**src/rtl/rvh_l1d_snp_resp.sv**
```systemverilog
// rvh_l1d_snp_resp: snoop responder for one L1D bank.
// Looks up the MESI state of the snooped line and downgrades it to S or
// invalidates it through the LST snoop write port. A dirty line is first
// read from the data RAM so it can be returned with the response. The
// snoop never writes in a cycle where the s0 request path writes the LST.
// A same-line s0 write sends the FSM back to LOOKUP to re-read the state.
// Optional feature macro: RVH_L1D_SNP_CLEAN_FWD_EN. When it is defined,
// lines found in E are also read and forwarded with the response.
module rvh_l1d_snp_resp #(
   parameter int LINE_WIDTH = 512,
   parameter int SET_IDX_W  = 2,
   parameter int WAY_NUM    = 4,
   parameter int WAY_IDX_W  = 2
) (
   input  logic                  clk,
   input  logic                  rst,
   // snoop request
   input  logic                  snp_req_valid,
   output logic                  snp_req_ready,
   input  logic                  snp_req_type,
   input  logic [SET_IDX_W-1:0]  snp_req_set_idx,
   input  logic [WAY_IDX_W-1:0]  snp_req_way_idx,
   // LST read
   output logic [SET_IDX_W-1:0]  lst_rd_idx_snp,
   input  logic [2*WAY_NUM-1:0]  lst_rd_dat_snp,
   // LST snoop write
   output logic                  lst_mesi_wr_en_snp,
   output logic [SET_IDX_W-1:0]  lst_mesi_wr_set_idx_snp,
   output logic [WAY_IDX_W-1:0]  lst_mesi_wr_way_idx_snp,
   output logic [1:0]            lst_mesi_wr_dat_snp,
   // s0 LST write, watched for conflicts
   input  logic                  lst_mesi_wr_en_s0_req,
   input  logic [SET_IDX_W-1:0]  lst_mesi_wr_set_idx_s0_req,
   input  logic [WAY_IDX_W-1:0]  lst_mesi_wr_way_idx_s0_req,
   // MLFB refill pending on the snooped line
   input  logic                  mlfb_conflict,
   // data RAM read
   output logic                  dat_rd_req_valid,
   input  logic                  dat_rd_req_ready,
   output logic [SET_IDX_W-1:0]  dat_rd_set_idx,
   output logic [WAY_IDX_W-1:0]  dat_rd_way_idx,
   input  logic                  dat_rd_resp_valid,
   input  logic [LINE_WIDTH-1:0] dat_rd_resp_data,
   // snoop response
   output logic                  snp_resp_valid,
   input  logic                  snp_resp_ready,
   output logic                  snp_resp_retry,
   output logic [1:0]            snp_resp_prev_state,
   output logic                  snp_resp_has_data,
   output logic [LINE_WIDTH-1:0] snp_resp_data
);

   localparam logic [1:0] MESI_I = 2'd0;
   localparam logic [1:0] MESI_S = 2'd1;
   localparam logic [1:0] MESI_E = 2'd2;
   localparam logic [1:0] MESI_M = 2'd3;

   typedef enum logic [2:0] {
      ST_IDLE   = 3'd0,
      ST_LOOKUP = 3'd1,
      ST_DATA   = 3'd2,
      ST_UPD    = 3'd3,
      ST_RESP   = 3'd4
   } state_t;

   state_t                 state_q, state_d;
   logic                   type_q, type_d;          // 1 = invalidate
   logic [SET_IDX_W-1:0]   set_q, set_d;
   logic [WAY_IDX_W-1:0]   way_q, way_d;
   logic [1:0]             prev_q, prev_d;          // state seen at the latest lookup
   logic                   retry_q, retry_d;
   logic                   has_data_q, has_data_d;
   logic [LINE_WIDTH-1:0]  data_q, data_d;
   logic                   rd_sent_q, rd_sent_d;    // data RAM request already accepted

   // Per-way view of the LST read data.
   logic [1:0] way_mesi [WAY_NUM];
   generate
      for (genvar gi = 0; gi < WAY_NUM; gi++) begin : g_way
         assign way_mesi[gi] = lst_rd_dat_snp[2*gi +: 2];
      end
   endgenerate

   logic [1:0] lookup_mesi;
   logic       lookup_needs_data;
   logic       lookup_no_write;
   logic       s0_hit;

   assign lookup_mesi = way_mesi[way_q];

`ifdef RVH_L1D_SNP_CLEAN_FWD_EN
   // Clean forward: E lines are read and returned as well as dirty ones.
   assign lookup_needs_data = (lookup_mesi == MESI_M) || (lookup_mesi == MESI_E);
`else
   // Only dirty lines need their data returned.
   assign lookup_needs_data = (lookup_mesi == MESI_M);
`endif

   // Already invalid, or already shared under a downgrade: nothing to write.
   assign lookup_no_write = (lookup_mesi == MESI_I) || ((lookup_mesi == MESI_S) && !type_q);

   // An s0 write to exactly our line makes the captured state stale.
   assign s0_hit = lst_mesi_wr_en_s0_req
                   && (lst_mesi_wr_set_idx_s0_req == set_q)
                   && (lst_mesi_wr_way_idx_s0_req == way_q);

   // State and datapath registers.
   always_ff @(posedge clk) begin
      if (rst) begin
         state_q    <= ST_IDLE;
         type_q     <= 1'b0;
         set_q      <= '0;
         way_q      <= '0;
         prev_q     <= MESI_I;
         retry_q    <= 1'b0;
         has_data_q <= 1'b0;
         data_q     <= '0;
         rd_sent_q  <= 1'b0;
      end else begin
         state_q    <= state_d;
         type_q     <= type_d;
         set_q      <= set_d;
         way_q      <= way_d;
         prev_q     <= prev_d;
         retry_q    <= retry_d;
         has_data_q <= has_data_d;
         data_q     <= data_d;
         rd_sent_q  <= rd_sent_d;
      end
   end

   // Next-state logic for the snoop FSM.
   always_comb begin
      state_d = state_q;
      unique case (state_q)
         ST_IDLE: begin
            if (snp_req_valid) state_d = ST_LOOKUP;
         end
         ST_LOOKUP: begin
            if (mlfb_conflict)          state_d = ST_RESP;
            else if (lookup_no_write)   state_d = ST_RESP;
            else if (lookup_needs_data) state_d = ST_DATA;
            else                        state_d = ST_UPD;
         end
         ST_DATA: begin
            if (rd_sent_q && dat_rd_resp_valid) state_d = ST_UPD;
         end
         ST_UPD: begin
            // s0 owns the LST write port this cycle; re-read if it touched our line.
            if (lst_mesi_wr_en_s0_req) begin
               if (s0_hit) state_d = ST_LOOKUP;
            end else begin
               state_d = ST_RESP;
            end
         end
         ST_RESP: begin
            if (snp_resp_ready) state_d = ST_IDLE;
         end
         default: state_d = ST_IDLE;
      endcase
   end

   // Captures request fields, lookup result and returned line data.
   always_comb begin
      type_d     = type_q;
      set_d      = set_q;
      way_d      = way_q;
      prev_d     = prev_q;
      retry_d    = retry_q;
      has_data_d = has_data_q;
      data_d     = data_q;
      rd_sent_d  = rd_sent_q;
      case (state_q)
         ST_IDLE: begin
            if (snp_req_valid) begin
               type_d = snp_req_type;
               set_d  = snp_req_set_idx;
               way_d  = snp_req_way_idx;
            end
         end
         ST_LOOKUP: begin
            prev_d     = lookup_mesi;
            retry_d    = mlfb_conflict;
            has_data_d = !mlfb_conflict && lookup_needs_data;
            data_d     = '0;
            rd_sent_d  = 1'b0;
         end
         ST_DATA: begin
            if (!rd_sent_q && dat_rd_req_ready) rd_sent_d = 1'b1;
            if (rd_sent_q && dat_rd_resp_valid) begin
               data_d    = dat_rd_resp_data;
               rd_sent_d = 1'b0;
            end
         end
         default: ;
      endcase
   end

   // Output decode; every output is quiet outside the state that owns it.
   always_comb begin
      snp_req_ready           = (state_q == ST_IDLE) && !rst;
      lst_rd_idx_snp          = (state_q == ST_LOOKUP) ? set_q : '0;
      lst_mesi_wr_en_snp      = (state_q == ST_UPD) && !lst_mesi_wr_en_s0_req;
      lst_mesi_wr_set_idx_snp = (state_q == ST_UPD) ? set_q : '0;
      lst_mesi_wr_way_idx_snp = (state_q == ST_UPD) ? way_q : '0;
      lst_mesi_wr_dat_snp     = MESI_I;
      if ((state_q == ST_UPD) && !type_q) lst_mesi_wr_dat_snp = MESI_S;
      dat_rd_req_valid        = (state_q == ST_DATA) && !rd_sent_q;
      dat_rd_set_idx          = (state_q == ST_DATA) ? set_q : '0;
      dat_rd_way_idx          = (state_q == ST_DATA) ? way_q : '0;
      snp_resp_valid          = (state_q == ST_RESP);
      snp_resp_retry          = (state_q == ST_RESP) && retry_q;
      snp_resp_prev_state     = (state_q == ST_RESP) ? prev_q : MESI_I;
      snp_resp_has_data       = (state_q == ST_RESP) && has_data_q;
      snp_resp_data           = ((state_q == ST_RESP) && has_data_q) ? data_q : '0;
   end

endmodule

```
**config.mk**
```make
export PLATFORM = sky130hd
export DESIGN_NAME = rvh_l1d_snp_resp
export DESIGN_NICKNAME = d
export VERILOG_FILES = /design/src/rtl/rvh_l1d_snp_resp.sv
export SDC_FILE = /design/constraint.sdc
export NUM_CORES = 1
export LEC_CHECK = 0
export BUFFER_PORTS_ARGS = -buffer_cell sky130_fd_sc_hd__buf_2
export CAP_MARGIN = 20
export CORE_AREA = 2 2 421 423
export DETAILED_ROUTE_END_ITERATION = 7
export DIE_AREA = 0 0 423 425
export GPL_ROUTABILITY_DRIVEN = 0
export PLACE_DENSITY = 0.32
export SLEW_MARGIN = 5
export SYNTH_ARGS = -nofsm -noshare
export SYNTH_HDL_FRONTEND = slang
export SYNTH_SLANG_ARGS = --single-unit
export TNS_END_PERCENT = 100
```
**constraint.sdc**
```tcl
create_clock -name clk -period 4.8 [get_ports clk]
set_clock_uncertainty 0.1 [all_clocks]
set_input_delay 0.72 -clock clk [delete_from_list [all_inputs] [get_ports clk]]
set_output_delay 0.72 -clock clk [all_outputs]
set_load 0.005 [all_outputs]
```
==> run_results.csv <==
group,metric,value,unit
outcome,outcome,"complete, no violations",
setup_path,r2r_setup_slack,1.81,ns
min_path,whs_path_depth,3,
synthesis,synth_area_per_cell,7.61,µm²
synthesis,synthesis.yosys.warnings,0,
flow_run,max_cap_viol_count,0,
finish,flow.area_growth_from_synthesis,45.2,%
route,detail_route.wirelength.met1,53900,µm
global_routing,grt_start_max_net_pins,207,
synthesis,number_of_enable_type_register_cells_in_the_synthesized_netlist,0,
setup_path,cpMaxStageDelayCell,"sky130_fd_sc_hd__dfxtp_1",
setup_path,r2r_start,"state_q[1]",
global_routing,antenna_found_initial,59,
finish,multi_input_area,10800,µm²
sta,final.setup.worst_slack,0.857,ns
route,starting_drt_drc_count,1469,
synthesis,yosys.cell_types.count,37,
finish,post-route-util,18.9,%
min_path,kind_of_path_behind_the_tightest_hold_check,"input port to flop",
route,routed_via_density,4.03,
clock_tree,post-cts-setup-buffers,0,
sta,relSlewSlack,29.5,%
die,design.die.area,180000,µm²
setup_path,criticalPathCategory,"flop to output port",
global_routing,first_global_vias,25000,
placed_design,port_buffers,1067,
route,highest-signal-layer,"met5",
sta,report.final.slew_viol_count,0,
power_and_ir_drop,worst_ir_drop_vdd,219,µV
setup_path,timing.critical_path.slowest_cell_delay,0.66,ns
synthesis,syn-num-nets,3538,
finish,area.sequential,10500,µm²
synthesis,postSynthRegisterBits,525,
route,met3_wirelength,8110,µm
global_routing,first_pass_grt_wire_length,182000,µm
die,floorplan.initialDensity,13.0,%
clock_tree,clk_latency,0.66,ns
setup_path,critical_path.startpoint_type,"flop",
sta,rsz_0062_raised_after_global_routing,"no",
setup_path,timing.critical_path.to_type,"output port",
setup_path,timing.critical_path.to,"snp_resp_data[212]",
sta,period_share,82.1,%
clock_tree,tritoncts_clock_tree,"built",
route,routedWlPerCell,20.6,µm
setup_path,worstPathRequired,3.98,ns
die,die_h,425,µm
finish,post_route_cells_drive_above_1_share,32.5,%
power_and_ir_drop,total_leakage_power,15.3,nW
power_and_ir_drop,power_density,342,nW/µm²
setup_path,path_max_fanout,206,
setup_path,critical_path.reg2reg.endpoint,"data_q[453]",
synthesis,netlist_area_before_placement,22800,µm²
clock_tree,post_cts_resize_count,0,
route,ant_nets_after_route,0,
route,routed_wirelength,129000,µm
placed_design,place.detailed.hpwl,93500,µm
placed_design,post-place-ws,1.66,ns
route,via_count,25400,
synthesis,netlist_instances,3001,
clock_tree,clkSlewWorstSetupHoldPaths,0.06,ns
global_routing,track_usage,13.6,%
clock_tree,cts_hold_buf,0,
die,rows,154,
die,design.portCount,1069,
clock_tree,depth_of_the_cts_h_tree,3,
sta,worstMarginPinSlew,1.06,ns
setup_path,timing.critical_path.cells,"nor3b_4 -> buf_4 -> buf_12 -> and3_1 -> buf_2",
clock_tree,bufs_on_longest_clock_path,3,
setup_path,reg2reg_depth,5,
synthesis,async_reset_ff_share,0,%
sta,final-hold-violation-count,0,
synthesis,synth_seq_area_share,46.0,%
clock_tree,clock-sinks,525,
finish,final_net_count,4416,
finish,layout.filler_cells,20200,
sta,final_period_minus_worst_setup_slack,3.94,ns
global_routing,globalRouteOverflowTotal,0,
synthesis,dominantRegCellSynth,"sky130_fd_sc_hd__dfxtp_1",
die,die_w,423,µm
die,core_area,175000,µm²
sta,maxClockFrequency,0.254,GHz
route,dr_wl_met2,64000,µm
route,drtPass1Iterations,5,
clock_tree,ctsRootBufferMaster,"sky130_fd_sc_hd__clkbuf_16",
setup_path,critical_path_arrival,3.12,ns
setup_path,crit_start,"state_q[2]",
sta,finalSetupTns,0,ns
sta,final_setup_vio_count,0,
clock_tree,number_of_buffers_created_by_cts,75,
route,drc,0,
==> layout by cell type (no fill, tap or decap), types with 2 or more instances in the layout <==
cell type                       n
sky130_fd_sc_hd__nand2b_1       2
sky130_fd_sc_hd__nor3b_4        2
sky130_fd_sc_hd__nand2_1      521
sky130_fd_sc_hd__diode_2       20
sky130_fd_sc_hd__and2_1        14
sky130_fd_sc_hd__clkinvlp_4     4
sky130_fd_sc_hd__mux4_2         2
sky130_fd_sc_hd__clkbuf_16     76
sky130_fd_sc_hd__clkbuf_8      13
sky130_fd_sc_hd__inv_6          2
sky130_fd_sc_hd__nand3_1      513
sky130_fd_sc_hd__buf_2       1066
sky130_fd_sc_hd__clkbuf_1      14
sky130_fd_sc_hd__dfxtp_1      524
sky130_fd_sc_hd__a31oi_1        2
sky130_fd_sc_hd__and3_1       512
sky130_fd_sc_hd__mux2i_1        5
sky130_fd_sc_hd__xnor2_1        4
sky130_fd_sc_hd__clkinv_16      2
sky130_fd_sc_hd__clkinv_2      13
sky130_fd_sc_hd__a21oi_1      520
sky130_fd_sc_hd__inv_1          2
sky130_fd_sc_hd__buf_4         60
sky130_fd_sc_hd__nor2_1        10
sky130_fd_sc_hd__buf_12        22
sky130_fd_sc_hd__bufinv_16      8
sky130_fd_sc_hd__nand3b_1       2
==> layer usage <==
metal	GRT usage, %	vias to the layer above
li1	-	12100
met1	16.5	12200
met2	23.1	779
met3	3.65	198
met4	4.23	44
met5	0	-
==> worst min path at each step <==
stage	start	to	slack, ns
after floorplan	data_q[454]	data_q[454]	0.33
after global placement	data_q[111]	data_q[111]	0.33
after detailed placement	data_q[14]	data_q[14]	0.34
after CTS	dat_rd_resp_data[92]	data_q[92]	0.1
after global routing	dat_rd_resp_data[99]	data_q[99]	0.14
final	snp_req_set_idx[0]	set_q[0]	0.19
==> state kept, by name (all words and copies together) (netlist names) <==
| signal | cells |
|---|---|
| prev_q | 2 |
| set_q | 2 |
| state_q | 3 |
| retry_q | 1 |
| way_q | 2 |
| data_q | 512 |
| has_data_q | 1 |
| type_q | 1 |
| rd_sent_q | 1 |
==> cells by family (layout without fill, tap and decap cells) <==
kind of cell	count (synthesis)	count (layout)	share of synthesized area, %
muxes	8	8	0.466
other	1	21	0.0164
buffers and inverters	350	1286	6.66
DFF	525	525	46.0
AOI/OAI and AO/OA	528	528	11.7
and+or+nand+nor	1585	1585	35.0
xor gates and xnor gates	4	4	0.153
==> stage by stage <==
stage	hold slack, ns	std cells	area [µm²]	power [mW]
finish	0.194	6297	33100	11.3
global route	0.143	6295	33100	11.8
CTS	0.0990	6277	33100	11.6
detailed placement	0.340	6142	30500	5.53
global placement	0.335	6142	30500	5.54
floorplan	0.327	3001	22800	4.99
==> critical path: cells and delay by family, from the launching register on <==
family	cells	cell delay [ns]
buffers and inverters	3	0.75
flip-flops	1	0.66
AND/OR/NAND/NOR	2	0.62
==> cell type report <==
cell class	count	share of cell area (%)
inverters	2	0.0226
clock inverters	32	1.38
flip-flops and latches	525	31.7
diodes	20	0.151
multi-input cells	2126	32.6
repair buffers	1149	18.8
clock buffers	103	6.44
well taps	2340	8.83
==> power breakdown <==
group / total [mW] / switching [mW] / internal (mW)
registers: 4.42 / 0.0316 / 4.39
logic: 0.997 / 0.700 / 0.297
clock network: 5.93 / 2.36 / 3.56
==> synth_stat cells, types with 5 or more instances <==
master,n,area (µm²)
sky130_fd_sc_hd__dfxtp_1,525,10500
sky130_fd_sc_hd__nand2_1,521,1960
sky130_fd_sc_hd__a21oi_1,520,2600
sky130_fd_sc_hd__nand3_1,513,2570
sky130_fd_sc_hd__and3_1,512,3200
sky130_fd_sc_hd__clkbuf_1,183,687
sky130_fd_sc_hd__buf_2,149,746
sky130_fd_sc_hd__and2_1,14,87.6
sky130_fd_sc_hd__clkbuf_2,10,50.1
sky130_fd_sc_hd__nor2_1,10,37.5
sky130_fd_sc_hd__mux2i_1,5,50.1
No activity file was read; power rests on OpenSTA's default activity.
